## src/rtl/irq_ctrl.sv

```systemverilog
// Eight-source interrupt controller: synchronized sources, priority vectoring, claim/EOI.
// Define IRQ_EDGE_EN for sticky edge-triggered pending; default is level-triggered.
module irq_ctrl (
  input  logic        clk,
  input  logic        reset_n,
  input  logic [7:0]  src,
  input  logic        sel,
  input  logic        we,
  input  logic [1:0]  addr,
  input  logic [31:0] wdata,
  output logic [31:0] rdata,
  output logic        irq,
  output logic [30:0] xadr
);

  typedef enum logic [1:0] {
    IDLE,
    ASSERT,
    SERVICE
  } state_e;

  localparam logic [1:0] A_PEND  = 2'd0;
  localparam logic [1:0] A_MASK  = 2'd1;
  localparam logic [1:0] A_VBASE = 2'd2;
  localparam logic [1:0] A_CLAIM = 2'd3;

  logic [7:0]  sync1_q, sync2_q;
  logic [7:0]  pend_q, pend_d;
  logic [7:0]  mask_q, mask_d;
  logic [30:0] vbase_q, vbase_d;
  logic [2:0]  last_id_q, last_id_d;
  logic [31:0] rdata_q, rdata_d;
  logic        irq_q;
  state_e      state_q, state_d;

  logic [7:0]  active;
  logic [2:0]  id;
  logic        rd_en, wr_en;
  logic        claim_go, eoi;
  logic        unused_ok;

  assign rd_en     = sel & ~we;
  assign wr_en     = sel & we;
  assign claim_go  = rd_en && (addr == A_CLAIM) && (state_q == ASSERT);
  assign eoi       = wr_en && (addr == A_CLAIM) && (state_q == SERVICE);
  assign unused_ok = wdata[31];

  assign active = pend_q & mask_q;

  always_comb begin
    id = 3'd0;
    for (int i = 7; i >= 0; i--) begin
      if (active[i]) id = 3'(i);
    end
  end

  assign xadr  = vbase_q + {26'b0, id, 2'b00};
  assign irq   = irq_q;
  assign rdata = rdata_q;

`ifdef IRQ_EDGE_EN
  logic [7:0] prev_q;
  logic [7:0] rise, clr;

  // Clear first, then OR in new edges so a same-cycle edge wins.
  always_comb begin
    rise = sync2_q & ~prev_q;
    clr  = 8'b0;
    if (wr_en && (addr == A_PEND)) clr = clr | wdata[7:0];
    if (claim_go) clr = clr | (8'b1 << id);
    pend_d = (pend_q & ~clr) | rise;
  end

  always_ff @(posedge clk or negedge reset_n) begin
    if (!reset_n) prev_q <= 8'b0;
    else          prev_q <= sync2_q;
  end
`else
  // Registered copy keeps the same src-to-irq latency as edge mode.
  always_comb begin
    pend_d = sync2_q;
  end
`endif

  always_comb begin
    mask_d    = mask_q;
    vbase_d   = vbase_q;
    last_id_d = last_id_q;
    if (wr_en && (addr == A_MASK))  mask_d  = wdata[7:0];
    if (wr_en && (addr == A_VBASE)) vbase_d = wdata[30:0];
    if (claim_go) last_id_d = id;
  end

  always_comb begin
    rdata_d = rdata_q;
    if (rd_en) begin
      unique case (addr)
        A_PEND:  rdata_d = {24'b0, pend_q};
        A_MASK:  rdata_d = {24'b0, mask_q};
        A_VBASE: rdata_d = {1'b0, vbase_q};
        A_CLAIM: rdata_d = claim_go ? {1'b1, 28'b0, id}
                                    : {1'b0, 28'b0, last_id_q};
        default: rdata_d = rdata_q;
      endcase
    end
  end

  always_comb begin
    state_d = state_q;
    unique case (state_q)
      IDLE:    if (|active) state_d = ASSERT;
      ASSERT: begin
        if (claim_go)      state_d = SERVICE;
        else if (~|active) state_d = IDLE;
      end
      SERVICE: if (eoi) state_d = IDLE;
      default: state_d = IDLE;
    endcase
  end

  always_ff @(posedge clk or negedge reset_n) begin
    if (!reset_n) begin
      sync1_q   <= 8'b0;
      sync2_q   <= 8'b0;
      pend_q    <= 8'b0;
      mask_q    <= 8'b0;
      vbase_q   <= 31'b0;
      last_id_q <= 3'b0;
      rdata_q   <= 32'b0;
      state_q   <= IDLE;
      irq_q     <= 1'b0;
    end else begin
      sync1_q   <= src;
      sync2_q   <= sync1_q;
      pend_q    <= pend_d;
      mask_q    <= mask_d;
      vbase_q   <= vbase_d;
      last_id_q <= last_id_d;
      rdata_q   <= rdata_d;
      state_q   <= state_d;
      irq_q     <= (state_d == ASSERT);
    end
  end

endmodule

```

## config.mk

```make
export PLATFORM = sky130hd
export DESIGN_NAME = irq_ctrl
export DESIGN_NICKNAME = d
export VERILOG_FILES = /design/src/rtl/irq_ctrl.sv
export SDC_FILE = /design/constraint.sdc
export NUM_CORES = 1
export LEC_CHECK = 0
export ABC_AREA = 1
export ABC_CLOCK_PERIOD_IN_PS = 4200
export CAP_MARGIN = 25
export CORE_ASPECT_RATIO = 0.9
export CORE_MARGIN = 3
export CORE_UTILIZATION = 53
export CTS_CLUSTER_SIZE = 16
export DETAILED_ROUTE_END_ITERATION = 10
export PLACE_DENSITY_LB_ADDON = 0.12
export SYNTH_ARGS = -nofsm -noshare
export SYNTH_HDL_FRONTEND = slang
export SYNTH_SLANG_ARGS = --single-unit
```

## constraint.sdc

```tcl
create_clock -name clk -period 4.2 [get_ports clk]
set_clock_uncertainty 0.15 [all_clocks]
set_input_delay 0.84 -clock clk [delete_from_list [all_inputs] [get_ports clk]]
set_output_delay 0.84 -clock clk [all_outputs]
set_load 0.1 [all_outputs]
```

=== Word level (Yosys, flattened, before mapping) ===
Cells that the tools add are included.

* Equality and inequality tests: 6
* $mul: 0
* Shifts and indexed selects: 0
* Add/sub/neg operators: 1
* Reduce and logical (&&, ||, !) cells: 9
* Bitwise operators: 4
* Mux-type cells: 15
* Div/mod/pow operators: 0
* Magnitude comparators: 0

{| class="wikitable"
|+ Operator list
! cell !! count
|-
| one-hot mux 32 bit (4 select lines) || 1
|-
| 2-to-1 mux 32 bit || 1
|-
| adder 31 x 5 -> 31 bit || 1
|-
| 2-to-1 mux 3 bit || 8
|-
| AND 8 bit || 1
|-
| 2-to-1 mux 2 bit || 4
|-
| OR reduction 8 bit || 1
|-
| equality test 2 x 1 -> 1 bit, second input constant || 3
|-
| equality test 2 bit, second input constant || 3
|-
| logical AND 1 bit || 6
|-
| one-hot mux 2 bit (3 select lines) || 1
|-
| logical NOT 2 bit || 2
|-
| AND 1 bit || 2
|-
| inverter 1 bit || 1
|}

* Bits in registers: 101
* Bits of input ports: 46
* Output and inout bits: 64
* Latch bits: 0
* Memory bits (read-only): 0
* RAM bits: 0
* Memories kept: 0

=== Logic depth before layout (Yosys ltp) ===
Gate-level depths: netlist of the first run.

* Depth after elaboration: 11
* Mapped depth: 22
* Depth with buffers taken out: 22

=== Worst setup path before layout of the first run ===
OpenSTA, ideal clock, no wires.

* Path type: register to output
* Start point: register mask_q[7]
* End point: output xadr[28]
* Required time: 3210 ps
* Buffers on the path: 0
* Arrival time: 3348 ps
* Path slack: -138 ps
* Cell stages (with the launch flop): 22
* Cell sequence: dfrtp_1 > nand2_1 > inv_1 > nand2_1 > nand2_1 > nand2_1 > nand2_1 > nand2_1 > nand2_1 > nand2_1 > inv_1 > ha_1 > fa_1 > nand2_1 > nand2_1 > nand3_2 > inv_2 > nand2_4 > nor2_8 > nand2_1 > nor2_1 > xor2_1

* Longest elaborated chain between the ends: 10

{| class="wikitable"
|+ Ends and longest elaborated chain
! item !! line !! source
|-
| start: declaration || 29 || <nowiki>logic [7:0] mask_q, mask_d;</nowiki>
|-
| start signal: assignment || 136 || <nowiki>mask_q <= mask_d;</nowiki>
|-
| AND 8 bit || 48 || <nowiki>assign active = pend_q & mask_q;</nowiki>
|-
| 2-to-1 mux 3 bit (8 in series) || 53 || <nowiki>if (active[i]) id = 3'(i);</nowiki>
|-
| via id[0] || 37 || <nowiki>logic [2:0] id;</nowiki>
|-
| adder 31 x 5 -> 31 bit || 57 || <nowiki>assign xadr = vbase_q + {26'b0, id, 2'b00};</nowiki>
|-
| end: declaration || 13 || <nowiki>output logic [30:0] xadr</nowiki>
|}

The timed path passes the listed nets, and every way through them passes these cells.

=== Final worst setup path of the first run ===
* Start point: register mask_q[7]
* End point: output xadr[24]

The elaborated chain is that of the path after synthesis.

==> results.md, run 1 <==
* Share of layout cells above drive strength 1 at 0.160
* Initial antenna violation count at 0
* Final antenna-violating net count at 0
* Max-cap violations at 0
* Final WL at 11100 um
* Compound-cell area share of the yosys netlist at 0.0963
* Vias in the first global route at 3781
* Power density over cell area at roughly 570 nW/um2
* Sw Share at 0.483
* Largest net degree at the start of global routing at 74
* Layout area overhead at 36.7%
* Clock Latency Late Sink at approximately 360 ps
* Sequential area share after synthesis at 0.559
* Worst-case vdd ir drop at 0.397 mV
* Distinct cell type count after synthesis at 35
* Slew margin rel. at 0.335
* Reg area at roughly 2500 um2
* Cells after synthesis at between 400 and 500
* Crit-path cells: nand2_1 > inv_1 > nand2_1 > nand2_1 > nand2_1 > nand2_1 > nand2_1 > nand2_1 > nand2_1 > inv_1 > ha_4 > fa_2 > nand2_1 > nand2_2 > nand3_2 > inv_2 > nand2_4 > nor2_8 > nand4_4 > nor2_4 > xor2_2 > buf_12
* Gpl congestion at 0.855
* H-tree depth at 3
* Period utilization at 0.940
* CP Data Arrival Time at roughly 3000 ps
* Detailed Place HPWL at approximately 8100 um
* Worst-margin pin slew at about 990 ps
* Initial DRC Count at a little over 200
* Worst EP required at around 3200 ps
* Commonest non-fill, non-tap cell in the layout: nand2_1
* Count of state elements after synthesis at a little over 100
* Die Y at approximately 94 um
* P_leak at around 3 nW
* Die Area at roughly 9700 um2
* CTS tree: built
* CTS Root Cell: clkbuf_8
* Worst setup EP type: output port
* Worst-case clock buffer depth at 2
* Async set or reset register ratio after synthesis at 1.00
* Outcome: completed
* Min-Delay Path Class: flop to flop
* Filler cells at around 600
* Global route total overflow at 0
* Critical Path Most Common Cell: nand2_1
* Starting Density at 0.553
* WL/cell at between 15 and 20 um
* Combinational Power Share at 0.467
* Clk slew on worst S/H paths at ~100 ps
* Synth Area in Adders at 0.0127
* CP max stage cell: dfrtp_1
* Final setup TNS at 0 ps
* Port bufs at roughly 110
* Vias per std cell at 5.27
* N_diodes at 0
* CP startpoint kind: flop
* Vias at between 3k and 4k
* Clock share of power at 0.186
* Largest family of logic cells by synthesized area: simple AND/OR/NAND/NOR gates
* Final min period at 3950 ps
* Syn nets at 539
* Nets at 650
* Flop pwr share at 0.347
* Xor and xnor area share after synthesis at 0.0484
* First-pass detailed-route iteration total at 5
* Syn avg cell area at between 9 and 10 um2
* Final hold vios at 0
* Max Fclk at around 250 MHz
* WS Path Type: flop to output port
* Worst hold slack at 206 ps
* Total clock sinks at between 100 and 150
* CP Max Fanout at 4
* Cell row count at 31
* GRT Total Usage at 0.241
* Synthesized area at approximately 4500 um2
* RSZ-0062 raised after global routing: no
* TritonCTS buffer count at 9
* Power Internal at about 1.8 mW
* Main synth FF type: dfrtp_1
* Final Max Tran Viols at 0
* Most frequent cells in the layout: 106 x nand2_1, 101 x dfrtp_1, 78 x clkdlybuf4s50_1, 51 x inv_1, 41 x nor2_1
* Net Sw Power at 1.71 mW
* First-pass GRT wire length at between 15000 and 20000 um
* Simple-gate share of the synthesized area at 0.220
* Final setup viols at 0
* CORE AREA at ~8000 um2
* CTS Hold Bufs at 0
* Die width at 103 um
* Critical Path Max Stage Delay at 390 ps
* Mux share of post-synthesis cell area at 0.00249
* IO Pins at 110
* DRC at 0
* Number of flops mapped to enable cells by yosys at 0
* YS warnings at 0
* Multi-input gate area at roughly 1800 um2
-- worst max-delay path: cells and delay by family (launching register included) --
| family | cells | cell delay, ps |
|---|---|---|
| flip-flops | 1 | 390 |
| adder cells (fa/ha/maj) | 2 | 350 |
| AND/OR/NAND/NOR | 15 | 1230 |
| XOR/XNOR | 1 | 190 |
| buffers and inverters | 4 | 420 |
-- layer usage --
layer  part of all wire  GRT usage  wire length [um]
met5                  0          0                 0
met2               0.48      0.370              5350
met3              0.066     0.0567               731
met4              0.020     0.0712               223
met1               0.43      0.339              4740
-- cells in the mapped netlist (2+ instances only) --
master	number	share of area
nor2_1	42	0.035
a31oi_1	2	0.0028
nand2_4	3	0.0075
o21ai_1	28	0.031
nor2_2	4	0.0055
nand3_2	2	0.0044
nand2_1	108	0.090
nand2_2	2	0.0028
nand3_1	10	0.011
buf_4	2	0.0033
or2_1	2	0.0028
o21ai_0	19	0.021
inv_2	6	0.0050
nor3_1	5	0.0055
nand4_1	9	0.012
nor3_2	3	0.0066
nor2_8	3	0.013
xor2_1	25	0.048
a221oi_1	4	0.0077
ha_1	3	0.0083
clkbuf_1	13	0.011
dfrtp_1	101	0.56
a21oi_1	26	0.029
nor4_1	6	0.0083
inv_1	51	0.042
-- kinds of logic after synthesis --
logic type | after synthesis
buf+inv | 72
fa+ha+maj | 4
simple gates | 204
compound gates | 82
mux | 1
flops | 101
xor+xnor | 25
-- path summary, 6_finish.rpt --
| kind | endpoint | from | slack (ps) | cells after the start |
|---|---|---|---|---|
| min | pend_d[2] | sync1_q[2] | 210 | 0 |
| min in group asynchronous | vbase_q[2] | reset_n | 440 | 1 |
| min reg2reg | pend_d[2] | sync1_q[2] | 210 | 0 |
| max | xadr[24] | mask_q[7] | 250 | 22 |
| max in group asynchronous | vbase_q[21] | reset_n | 2720 | 2 |
| max reg2reg | rdata[2] | mask_q[0] | 2650 | 10 |
-- final cells by class --
cell class | instances | share of cell area
flip-flops and latches | 101 | 0.409
multi-input cells | 316 | 0.297
repair buffers | 115 | 0.201
inverters | 57 | 0.0346
well taps | 115 | 0.0233
clock buffers | 9 | 0.0200
clock inverters | 7 | 0.0146
-- flip-flops by register name, indices dropped and copies added, names as in the netlist --
signal,count
pend_q,8
irq,1
mask_q,8
state_q,2
pend_d,8
rdata,32
vbase_q,31
sync1_q,8
last_id_q,3
-- stage by stage --
stage	worst slack (ps)	instances	area [um2]	power (mW)	util
global placement	633	702	5920	2.85	0.723
finish	254	720	6180	3.53	0.756
global route	0.415	720	6180	3.69	0.756
CTS	113	718	6130	3.54	0.749
floorplan	6.44	489	4610	2.43	-
detailed placement	553	702	5920	2.88	0.723
-- power groups by stage --
stage                     Combinational, mW  Clock, mW  Sequential, mW
after global routing                   1.73      0.713            1.24
after floorplan                       0.899          0            1.53
after global placement                 1.62          0            1.23
after CTS                              1.65      0.671            1.22
final                                  1.65      0.656            1.23
after detailed placement               1.64          0            1.24
-- what timing repair did --
action                     CTS  global route
resized for setup            0             8
setup buffers                0             2
setup endpoints to repair    0             4
Note: power is estimated with default switching activity, not from simulation.
==> run 2: changes to the inputs <==
- ABC_AREA: 1 -> default
- CORE_UTILIZATION: 53 -> 25
- SLEW_MARGIN: default -> 20
==> run 2 against run 1 <==
Setup slack lost 29 ps; worst hold slack lost 5.7 ps; clock-buffer cell count rose by 1; first-iteration DRC count fell by 26%; combinational power increased by 14%; sequential cell count did not move; total power increased by 14%; die area is 99% higher; critical path type unchanged; cell area grew 5.4%; cell count decreased by 3.3%.
==> results.md, run 2 <==
* Async set or reset register ratio after synthesis at 1.00
* Worst-case vdd ir drop at approximately 0.35 mV
* Cell row count at 45
* Reg2reg end: rdata[1]
* CORE AREA at around 17000 um2
* Synthesized area at 4400 um2
* Clock Latency Late Sink at about 350 ps
* Min-Delay Path Class: flop to flop
* Max reg flops at 32
* Die Y at 132 um
* Max Fclk at roughly 250 MHz
* CP Max Fanout at 7
* Final hold vios at 0
* N_diodes at 0
* Initial DRC Count at 150
* Cells after synthesis at roughly 340
* Flop-to-flop setup slack at around 2500 ps
* Most frequent cells after synthesis: 101 x dfrtp_1, 41 x mux2_2, 26 x a22o_1, 22 x nand2_1, 17 x xor2_1
* Slew margin rel. at 0.317
* DRC at 0
* Worst setup EP type: output port
* CP startpoint kind: flop
* Total clock sinks at between 100 and 150
* Reg-to-reg startpoint: pend_q[5]
* Global route total overflow at 0
* Vias in the first global route at 3422
* CP Data Arrival Time at approximately 3000 ps
* Layout area overhead at 48.1%
* Hold path depth at 0
* First-pass GRT wire length at ~20000 um
* Main synth FF type: dfrtp_1
* Die width at 146 um
* Final worst slack at around 220 ps
* Synth area leaders: dfrtp_1 57%, mux2_2 10%, a22o_1 5.2%
* Gpl congestion at 0.772
* DP Area at approximately 6000 um2
* WS Path Type: flop to output port
* IO Pins at 110
* Clk slew on worst S/H paths at ~70 ps
* H-tree depth at 3
* Hold path endpoint: pend_d[2]
* Distinct cell type count after synthesis at 43
* Die Area at approximately 19000 um2
* FF-to-FF path depth at 4
* Detailed Place HPWL at 8530 um
* Final Cell Area at 6520 um2
* Final setup TNS at 0 ps
* Port bufs at between 100 and 150
* Commonest non-fill, non-tap cell in the layout: dfrtp_1
* WL/cell at about 17 um
* Final WL at between 10000 and 15000 um
* Nets at 506
* Final Max Tran Viols at 0
* CTS Root Cell: clkbuf_16
* Hold Crit Start: sync1_q[2]
* Vias per std cell at 4.53
* Share of the synthesized area in the top cell type at 0.574
* Syn avg cell area at 12.8 um2
* Largest net degree at the start of global routing at 65
* Period utilization at 0.946
* Most frequent cells in the layout: 101 x dfrtp_1, 78 x clkdlybuf4s50_1, 41 x mux2_2, 26 x a22o_1, 26 x buf_12
* Starting Density at 0.258
* Power density over cell area at approximately 620 nW/um2
* Most area-hungry cell type in the Yosys netlist: dfrtp_1
* Initial antenna violation count at 0
* Dpl ws at 463 ps
* Syn nets at approximately 400
* RSZ-0062 raised after global routing: no
* P_leak at 2.78 nW
* Max-cap violations at 0
* Final antenna-violating net count at 0
* Final min period at 3980 ps
* Filler cells at approximately 1.6k
* First-pass detailed-route iteration total at 4
* Share of layout cells above drive strength 1 at 0.284
* CTS tree: built
* Number of flops mapped to enable cells by yosys at 0
* TritonCTS buffer count at 9
* Sequential area share after synthesis at 0.574
* Final setup viols at 0
* GRT Total Usage at 0.131
* Worst-case clock buffer depth at 2
* Count of state elements after synthesis at between 100 and 150
* Worst-margin pin slew at roughly 1000 ps
* Vias at about 3.2k
* Top-count cell post-synth: dfrtp_1
* Worst EP required at around 3200 ps
* YS warnings at 0
* CTS Hold Bufs at 0
* Outcome: completed
run 2: changes by cell type in the layout (fill, tap and decap cells not counted), moves of 9 or more:
cell       delta
a21oi_1      -18
a22o_1       +26
buf_12       +11
buf_4         -9
clkbuf_16     +9
inv_1        -48
mux2_2       +40
nand2_1      -84
nor2_1       -28
o21ai_0      -11
o21ai_1      -28
xor2_1       -10
run 2: critical path, stage by stage (launching register included):
cell and delay [ps]:
dfrtp_1 410, and2_1 170, o211ai_1 250, a31o_2 200, ha_1 200, fa_1 280
a21oi_4 100, buf_4 180, nor4_1 420, xor2_2 230, buf_12 200
run 2: logic make-up after synthesis:
| family | Yosys count | share of synthesized area |
|---|---|---|
| compound gates | 61 | 0.104 |
| xor+xnor | 27 | 0.0537 |
| fa+ha+maj | 4 | 0.0131 |
| buf+inv | 19 | 0.0202 |
| flops | 101 | 0.574 |
| mux | 49 | 0.123 |
| simple gates | 83 | 0.111 |
run 2: worst max path at each step:
stage	start	end	slack (ps)	cells past startpoint
6_report	pend_q[6]	xadr[26]	220	10
5_1_grt	pend_q[6]	xadr[28]	40	10
4_1_cts	pend_q[6]	xadr[18]	70	10
3_5_place_dp	pend_q[6]	xadr[18]	460	10
3_3_place_gp	pend_q[6]	xadr[18]	500	10
2_1_floorplan	pend_q[6]	xadr[6]	50	8
run 2: power by group:
part	switching [mW]	total, mW	internal, mW
combinational	1.28	1.88	0.599
sequential	0.175	1.30	1.12
clock	0.408	0.846	0.438
run 2: cell type report:
class                           count  area (um2)  area share
Clock inverter                      6        63.8     0.00979
Tap cell                          235         294      0.0451
Inverter                            3        11.3     0.00173
Sequential cell                   101        2530       0.388
Timing Repair Buffer              117        1400       0.215
Clock buffer                       10         239      0.0367
Multi-Input combinational cell    224        1980       0.304
run 2: timing repair:
action | 4_1_cts | 5_1_grt
setup buffers | 0 | 0
resized for setup | 0 | 5
endpoints found under the setup margin | 0 | 9
run 2: metal layers:
metal	global-route usage	wire, um	up-vias
li1	-	-	1466
met2	0.206	5620	79
met5	0	0	-
met1	0.173	5500	1601
met4	0.0406	141	0
met3	0.0399	594	9
run 2: metrics by stage:
stage                util  total power, mW  cells  hold slack [ps]
floorplan               -             2.59    344              181
global placement    0.362             3.20    680              185
detailed placement  0.362             3.21    680              185
CTS                 0.380             4.07    696              202
global route        0.382             4.21    696              209
finish              0.382             4.03    696              200
